**config.mk**
```make
export PLATFORM = sky130hd
export DESIGN_NAME = fsmc_reg_arbiter
export DESIGN_NICKNAME = d
export VERILOG_FILES = /design/src/rtl/fsmc_pkg.sv /design/src/rtl/fsmc_reg_bank.sv /design/src/rtl/fsmc_reg_arbiter.sv
export SDC_FILE = /design/constraint.sdc
export NUM_CORES = 1
export LEC_CHECK = 0
export BUFFER_PORTS_ARGS = -buffer_cell sky130_fd_sc_hd__buf_2
export CAP_MARGIN = 20
export CORE_MARGIN = 4
export CORE_UTILIZATION = 35
export DETAILED_ROUTE_END_ITERATION = 8
export MAX_ROUTING_LAYER = met4
export PLACE_DENSITY = 0.55
export SLEW_MARGIN = 20
export SYNTH_ARGS = -nofsm -noshare
export SYNTH_HDL_FRONTEND = slang
export SYNTH_SLANG_ARGS = --single-unit
```
**constraint.sdc**
```tcl
create_clock -name clk -period 2.6 [get_ports clk]
set_clock_uncertainty 0.15 [all_clocks]
set_input_delay 0.26 -clock clk [delete_from_list [all_inputs] [get_ports clk]]
set_output_delay 0.26 -clock clk [all_outputs]
set_load 0.01 [all_outputs]
```
**src/rtl/fsmc_pkg.sv**
```systemverilog
// Shared types and defaults for the FSMC register arbiter slice.
package fsmc_pkg;

    localparam int unsigned ADRW_DEF   = 2;
    localparam int unsigned DATW_DEF   = 8;
    localparam int unsigned LOCK_CNT_W = 8;

    typedef enum logic [3:0] {
        ST_IDLE  = 4'b0001,
        ST_GNT   = 4'b0010,
        ST_LOCK  = 4'b0100,
        ST_DRAIN = 4'b1000
    } arb_state_e;

endpackage

```
**src/rtl/fsmc_reg_bank.sv**
```systemverilog
// Register bank with two write ports (port A wins on equal address),
// two combinational read ports and a flat view of every register.
module fsmc_reg_bank
    import fsmc_pkg::*;
#(
    parameter int unsigned ADRW = ADRW_DEF,
    parameter int unsigned DATW = DATW_DEF
) (
    input  logic                         clk,
    input  logic                         rst,
    input  logic                         a_we,
    input  logic [ADRW-1:0]              a_adr,
    input  logic [DATW-1:0]              a_wdata,
    input  logic                         b_we,
    input  logic [ADRW-1:0]              b_adr,
    input  logic [DATW-1:0]              b_wdata,
    input  logic [ADRW-1:0]              a_radr,
    output logic [DATW-1:0]              a_rdata,
    input  logic [ADRW-1:0]              b_radr,
    output logic [DATW-1:0]              b_rdata,
    output logic [(2**ADRW)*DATW-1:0]    regs_flat
);

    localparam int unsigned NREG = 2**ADRW;

    logic [DATW-1:0] regs_q [NREG];
    logic [DATW-1:0] regs_d [NREG];

    always_comb begin
        for (int unsigned i = 0; i < NREG; i++) begin
            regs_d[i] = regs_q[i];
        end
        if (b_we) begin
            regs_d[b_adr] = b_wdata;
        end
        // Port A is applied last so it overrides port B on the same address.
        if (a_we) begin
            regs_d[a_adr] = a_wdata;
        end
    end

    always_ff @(posedge clk) begin
        if (rst) begin
            regs_q <= '{default: '0};
        end else begin
            regs_q <= regs_d;
        end
    end

    always_comb begin
        regs_flat = '0;
        for (int unsigned i = 0; i < NREG; i++) begin
            regs_flat[i*DATW +: DATW] = regs_q[i];
        end
    end

    assign a_rdata = regs_q[a_radr];
    assign b_rdata = regs_q[b_radr];

endmodule

```
**src/rtl/fsmc_reg_arbiter.sv**
```systemverilog
// Shares the FSMC register bank between the unstallable bus slave and one
// internal req/gnt requester with optional lock and a one-entry defer slot.
module fsmc_reg_arbiter
    import fsmc_pkg::*;
#(
    parameter int unsigned ADRW     = ADRW_DEF,
    parameter int unsigned DATW     = DATW_DEF,
    parameter int unsigned LOCK_MAX = 15
) (
    input  logic                         clk,
    input  logic                         rst,
    input  logic                         bus_do_write,
    input  logic [ADRW-1:0]              bus_adr,
    input  logic [DATW-1:0]              bus_wdata,
    output logic [DATW-1:0]              bus_rdata,
    input  logic                         int_req,
    input  logic                         int_we,
    input  logic                         int_lock,
    input  logic [ADRW-1:0]              int_adr,
    input  logic [DATW-1:0]              int_wdata,
    output logic                         int_gnt,
    output logic [DATW-1:0]              int_rdata,
    output logic                         int_lost,
    output logic                         defer_ovf,
    output logic                         lock_tmo,
    input  logic                         flag_clr,
    output logic [(2**ADRW)*DATW-1:0]    regs_flat
);

    arb_state_e            state_q, state_d;
    logic [LOCK_CNT_W-1:0] lock_cnt_q, lock_cnt_d, lock_cnt_inc;
    logic                  slot_vld_q, slot_vld_d;
    logic [ADRW-1:0]       slot_adr_q, slot_adr_d;
    logic [DATW-1:0]       slot_dat_q, slot_dat_d;
    logic                  int_gnt_q, int_gnt_d;
    logic                  int_lost_q, int_lost_d;
    logic                  defer_ovf_q, defer_ovf_d;
    logic                  lock_tmo_q, lock_tmo_d;

    logic                  a_we, b_we, int_wr;
    logic [ADRW-1:0]       b_adr;
    logic [DATW-1:0]       b_wdata;
    logic                  ovf_set, tmo_set, tmo_hit;

    assign lock_cnt_inc = lock_cnt_q + LOCK_CNT_W'(1);
    assign tmo_hit      = (lock_cnt_inc == LOCK_CNT_W'(LOCK_MAX)) && int_lock;

    always_comb begin
        state_d    = state_q;
        lock_cnt_d = lock_cnt_q;
        slot_vld_d = slot_vld_q;
        slot_adr_d = slot_adr_q;
        slot_dat_d = slot_dat_q;
        a_we       = bus_do_write;
        b_we       = 1'b0;
        b_adr      = int_adr;
        b_wdata    = int_wdata;
        int_wr     = 1'b0;
        ovf_set    = 1'b0;
        tmo_set    = 1'b0;

        unique case (state_q)
            ST_IDLE: begin
                if (int_req && !bus_do_write && !slot_vld_q) begin
                    state_d = ST_GNT;
                end
            end
            ST_GNT: begin
                int_wr = int_we;
                if (int_lock) begin
                    state_d    = ST_LOCK;
                    lock_cnt_d = '0;
                end else begin
                    state_d = ST_IDLE;
                end
            end
            ST_LOCK: begin
                int_wr     = int_we;
                lock_cnt_d = lock_cnt_inc;
                // Bus writes to the locked address are parked, not applied.
                if (bus_do_write && (bus_adr == int_adr)) begin
                    a_we       = 1'b0;
                    ovf_set    = slot_vld_q;
                    slot_vld_d = 1'b1;
                    slot_adr_d = bus_adr;
                    slot_dat_d = bus_wdata;
                end
                if (!int_lock || tmo_hit) begin
                    state_d = slot_vld_d ? ST_DRAIN : ST_IDLE;
                    tmo_set = tmo_hit;
                end
            end
            ST_DRAIN: begin
                b_we       = 1'b1;
                b_adr      = slot_adr_q;
                b_wdata    = slot_dat_q;
                slot_vld_d = 1'b0;
                state_d    = ST_IDLE;
            end
            default: begin
                state_d = ST_IDLE;
            end
        endcase

        if (int_wr) begin
            b_we = 1'b1;
        end

        int_lost_d  = int_wr && a_we && (bus_adr == int_adr);
        int_gnt_d   = (state_d == ST_GNT) || (state_d == ST_LOCK);
        defer_ovf_d = ovf_set || (defer_ovf_q && !flag_clr);
        lock_tmo_d  = tmo_set || (lock_tmo_q && !flag_clr);
    end

    always_ff @(posedge clk) begin
        if (rst) begin
            state_q     <= ST_IDLE;
            lock_cnt_q  <= '0;
            slot_vld_q  <= 1'b0;
            slot_adr_q  <= '0;
            slot_dat_q  <= '0;
            int_gnt_q   <= 1'b0;
            int_lost_q  <= 1'b0;
            defer_ovf_q <= 1'b0;
            lock_tmo_q  <= 1'b0;
        end else begin
            state_q     <= state_d;
            lock_cnt_q  <= lock_cnt_d;
            slot_vld_q  <= slot_vld_d;
            slot_adr_q  <= slot_adr_d;
            slot_dat_q  <= slot_dat_d;
            int_gnt_q   <= int_gnt_d;
            int_lost_q  <= int_lost_d;
            defer_ovf_q <= defer_ovf_d;
            lock_tmo_q  <= lock_tmo_d;
        end
    end

    assign int_gnt   = int_gnt_q;
    assign int_lost  = int_lost_q;
    assign defer_ovf = defer_ovf_q;
    assign lock_tmo  = lock_tmo_q;

    fsmc_reg_bank #(
        .ADRW (ADRW),
        .DATW (DATW)
    ) u_bank (
        .clk       (clk),
        .rst       (rst),
        .a_we      (a_we),
        .a_adr     (bus_adr),
        .a_wdata   (bus_wdata),
        .b_we      (b_we),
        .b_adr     (b_adr),
        .b_wdata   (b_wdata),
        .a_radr    (bus_adr),
        .a_rdata   (bus_rdata),
        .b_radr    (int_adr),
        .b_rdata   (int_rdata),
        .regs_flat (regs_flat)
    );

endmodule

```
Word-level counts from Yosys, hierarchy flattened
Cells that the tools add are included.

Bitwise logic cells: 3. Order comparisons: 5. Add/subtract/negate cells: 1. Div/mod/pow operators: 0. Multipliers: 0. Reductions and logical operators: 23. Multiplexer cells: 35. Shifts and indexed selects: 0. Equal/unequal tests: 9.

Operators with widths (count): $bwmux 32 (2); $mux 32 (2); $mux 8 (8); $bmux 8 s2 (2); $demux 8 s2 (2); $pmux 8 s2 (1); $mux 4 (3); $pmux 4 s3 (1); $mux 1 (11); $logic_and 1x1->1 (10); $ge 3x3->1 const B (3); $not 2->3 (3); $add 8x1->8 const B (1); $eq 4x2->1 const B (2); $eq 4x3->1 const B (2); $eq 8x4->1 const B (1); $lt 3x1->1 const B (2); $eq 4x1->1 const B (1); $eq 4x4->1 const B (1); $logic_not 1->1 (4); $logic_or 1x1->1 (4); $reduce_and 2->1 (2); $reduce_bool 2->1 (2); $mux 3 (1); other kinds (5) (5).

Register bits: 59. RAM bits: 0. Output and inout port bits: 52. Logic and storage cells: 89. Bits in latches: 0. Input port bits: 27. Bits in read-only memories: 0. Memories kept: 0.

Longest topological paths before layout
Depth after elaboration: 11. Gate-level depth with buffers: 7. Mapped depth without buffers: 6.

By module
From an unflattened synthesis, not the netlist that was laid out.

Cell total of the unflattened synthesis: 334. Area, all modules: 3216.8 µm².

Modules (own cells, without submodules): fsmc_reg_bank (cells each 173, times used 1, area an instance 1855.5 µm²); fsmc_reg_arbiter (cells each 161, times used 1, area an instance 1361.3 µm²).

Worst setup path after synthesis
Ideal clock, no wire load.

Kind: reg-to-reg. From: reg state_q[2]. To: reg u_bank.regs_q, in the netlist u_bank.regs_flat[7]. Period minus slack after synthesis: 1.986 ns. Path slack: 0.614 ns. Setup time: 0.122 ns. Path buffers: 2. Cell stages (with the launch flop): 7. Arrival time: 1.714 ns. Path through: dfxtp_1 buf_2 nor4b_4 a2111oi_2 clkbuf_1 nor3b_1 a221o_1.

Longest elaborated chain between the ends: 11. Elaborated cells on any way between the ends: 20.

RTL lines: start, declared (line fsmc_reg_arbiter.sv:30) `arb_state_e state_q, state_d;`; start signal, assigned (line fsmc_reg_arbiter.sv:127) `state_q <= state_d;`; $eq 4x4->1 (line fsmc_reg_arbiter.sv:62) `unique case (state_q)`; $mux 2 (line fsmc_reg_arbiter.sv:62); $not 2->3 (not written as such) (line fsmc_reg_bank.sv:34) `regs_d[b_adr] = b_wdata;`; $ge 3x3->1 (not written as such) / $lt 3x1->1 (equally long branches) (line fsmc_reg_bank.sv:34); $logic_and 1x1->1 (not written as such) (line fsmc_reg_bank.sv:34); $mux 8 (not written as such) (line fsmc_reg_bank.sv:34); $demux 8 s2 (line fsmc_reg_bank.sv:34); $bwmux 32 (line fsmc_reg_bank.sv:34); $mux 32 (line fsmc_reg_bank.sv:33) `if (b_we) begin`; $bwmux 32 (line fsmc_reg_bank.sv:38) `regs_d[a_adr] = a_wdata;`; $mux 32 * (line fsmc_reg_bank.sv:37) `if (a_we) begin`; end signal, assigned (line fsmc_reg_bank.sv:46) `regs_q <= regs_d;`; end, declared (line fsmc_reg_bank.sv:26) `logic [DATW-1:0] regs_q [NREG];`.

Mark *: on every way between the ends. The rest lies on a longest branch, timed or not. A chain may end at the register's enable or synchronous reset.

Worst setup path after layout
From: reg state_q[2]. To: reg u_bank.regs_q, in the netlist u_bank.regs_flat[0].

Same word-level chain as after synthesis.

==> out/qor.csv <==
metric,value,unit
CTS root buffer,clkbuf_8,
crit-path max FO,22,
core area,9910,µm²
Antenna diodes,0,
Die Area,12000,µm²
Post-Synth Adder-Cell Area,0.692,%
Slew HR,26.8,%
syn_area_per_cell,9.75,µm²
crit share post-route,89.5,%
layout cells sized above 1,32.9,%
XOR/XNOR share of the synthesized area,0.726,%
CP arrival,2.40,ns
Max H-tree Level,3,
Synthesized Nets,400,
endpoints failing setup,0,
final hold vios,0,
Final nets,486,
Worst Reg-to-Reg Cells,5,
clock latency on the worst-skew pair,0.34,ns
Slew @ Worst Pin,1.10,ns
worst-case vdd ir drop,0.262,mV
total CTS buffers,9,
drt pass-1 iters,4,
# Post-CTS Setup Buffers,0,
Worst EP required,2.67,ns
Pwr per Cell Area,461,nW/µm²
CTS tree,built,
PortBufs,78,
Cell Rows,36,
f_max,430,MHz
warnings from Yosys,0,
Final Slew Violations,0,
cell chain of the critical path,"nor4b_4, a2111oi_4, buf_4, nor3b_1, a221o_1",
Worst Setup End Kind,flip-flop,
via-per-instance ratio,5.87,
Critical Path Max Stage Delay,0.95,ns
number of global-route vias before repair,3268,
Hold Buf Count CTS,0,
Die X,110,µm
area grow syn2layout,24.5,%
Worst Hold End,slot_dat_q[3],
hold path startpoint,bus_wdata[3],
multiplexer share of the synthesized area,14.9,%
FF/Latch Area,1180,µm²
first-pass GRT wire length,17600,µm
Overall Global Routing Usage,19.3,%
Post-Route WL,11100,µm
I/O pins,79,
Max clock buf depth,2,
Synth Flop Type,dfxtp_1,
largest family of logic cells by synthesized area,simple AND/OR/NAND/NOR gates,
"Distinct cells, synth",53,
"EDFF count, synth",0,
Mapped Area,3620,µm²
Reg-to-Reg End,u_bank.regs_flat[0],
leakage power,0.00178,µW
Mapped Cells,371,
vias,3493,
worst reg2reg setup slack,0.27,ns
number of synthesized register bits,59,
Starting Density,36.5,%
Max Cap Viol,0,
Overflow after GRT,0,
"Seq/Total Area, Yosys",32.7,%
Reg-to-Reg Start,state_q[2],
Hold Crit Class,input port to flip-flop,
1st-iter DRT viols,219,
final non-filler cell total,595,
WL/cell,18.7,µm
compound-gate portion of the synthesized area,22.7,%
Post-Synth Simple-Gate Area,23.1,%
DRC,0,
Tmin final,2.33,ns
Post-CTS Resized,0,
unrepaired setup endpoints after global routing,no,
fillcell total,972,
status,completed,
clk slew on worst S/H paths,0.07,ns
CP Launch Type,flip-flop,
hpwl dp,8100,µm
ys async rst share,0,%
Final ANT Viol Nets,0,
CP max stage cell,a2111oi_4,
initial antenna violation count,0,
GP Congestion,0.836,
CTS Sinks,59,
Post-Route Setup TNS,0,ns
largest net degree at the start of global routing,43,
Setup CP Type,flip-flop to flip-flop,
combined area of the multi-input logic cells,2280,µm²
Hold Path Cell Cnt,3,
placed cell count,579,
die extent in y,110,µm
synthesized netlist by cell type (all sizes together) (2+ instances only):
| master | instances | area [µm²] |
|---|---|---|
| nor4b | 3 | 56.3 |
| nand2 | 14 | 52.6 |
| and2 | 4 | 25.0 |
| a31oi | 3 | 25.0 |
| mux4 | 16 | 360 |
| dfxtp | 59 | 1180 |
| a211oi | 4 | 30.0 |
| clkbuf | 18 | 67.6 |
| a21oi | 8 | 40.0 |
| nand3 | 19 | 100 |
| nand4 | 11 | 68.8 |
| a2111o | 8 | 90.1 |
| o21ai | 6 | 30.0 |
| a211o | 2 | 17.5 |
| mux2i | 18 | 180 |
| nand2b | 4 | 25.0 |
| nor2 | 22 | 82.6 |
| a2111oi | 28 | 251 |
| or4 | 2 | 15.0 |
| nor3b | 25 | 188 |
| a221o | 24 | 240 |
| nand3b | 7 | 52.6 |
| xnor2 | 2 | 17.5 |
| ha | 2 | 25.0 |
| buf | 18 | 97.6 |
| and3 | 2 | 12.5 |
| nor2b | 19 | 119 |
| inv | 6 | 22.5 |
cell families after synthesis:
| family | Yosys count |
|---|---|
| mux | 34 |
| buf+inv | 42 |
| fa+ha+maj | 2 |
| simple gates | 137 |
| compound gates | 94 |
| xor+xnor | 3 |
| flops | 59 |
metal layers:
metal	GRT usage [%]	share of wire, %	wire (µm)	vias up
li1	-	-	-	1656
met1	26.8	49	5410	1709
met2	28.8	45	5010	114
met3	3.05	5.2	580	14
met4	5.88	1.2	132	0
met5	-	0	0	-
flip-flops by register name, indices dropped and copies added, names as in the netlist:
register / flops
defer_ovf: 1
int_gnt: 1
int_lost: 1
lock_cnt_q: 8
lock_tmo: 1
slot_adr_q: 2
slot_dat_q: 8
slot_vld_q: 1
state_q: 4
u_bank.regs_flat: 32
cell usage in the layout (no fill, tap or decap), drive strengths merged, types with 16 or more instances in the layout:
| cell type | count |
|---|---|
| a2111oi | 28 |
| a221o | 24 |
| buf | 111 |
| dfxtp | 59 |
| mux2i | 18 |
| mux4 | 16 |
| nand3 | 19 |
| nor2 | 22 |
| nor2b | 19 |
| nor3b | 25 |
worst max-delay path by stage:
| stage | start | to | slack (ns) |
|---|---|---|---|
| 2_1_floorplan | state_q[2] | u_bank.regs_flat[7] | 0.61 |
| 3_3_place_gp | int_adr[0] | u_bank.regs_flat[11] | 0.26 |
| 3_5_place_dp | int_adr[0] | u_bank.regs_flat[11] | 0.22 |
| 4_1_cts | state_q[2] | u_bank.regs_flat[11] | 0.28 |
| 5_1_grt | state_q[2] | u_bank.regs_flat[0] | 0.15 |
| 6_report | state_q[2] | u_bank.regs_flat[0] | 0.27 |
area by class of cell:
class	instances	area share (%)
multi-input combinational	270	50.6
sequential	59	26.2
timing repair buffer	111	14.4
tap	133	3.70
clock buffer	12	3.45
clock inverter	4	1.08
inverter	6	0.500
stage by stage:
stage,hold slack [ns],total power [µW],area [µm²],util [%],setup slack (ns)
after floorplan,0.254,1110,3620,-,0.614
after global placement,0.309,1220,4290,43.3,0.260
after detailed placement,0.314,1220,4290,43.3,0.224
after CTS,0.0163,2100,4500,45.4,0.279
after global routing,0.0315,2170,4500,45.4,0.146
final,0.0255,2080,4500,45.4,0.274
report_power, final:
| group | leakage, µW | switching, µW | internal (µW) |
|---|---|---|---|
| clock network | 0.000106 | 378 | 494 |
| registers | 0.000478 | 19.9 | 924 |
| logic | 0.00120 | 147 | 114 |
| total | 0.00178 | 545 | 1530 |
worst max-delay path, delay by kind of cell (launching register included):
kind            cells  cell delay (ns)
compound gates      2             1.26
buf+inv             1             0.26
flops               1             0.32
simple gates        2             0.22
No activity file was read; power rests on OpenSTA's default activity.
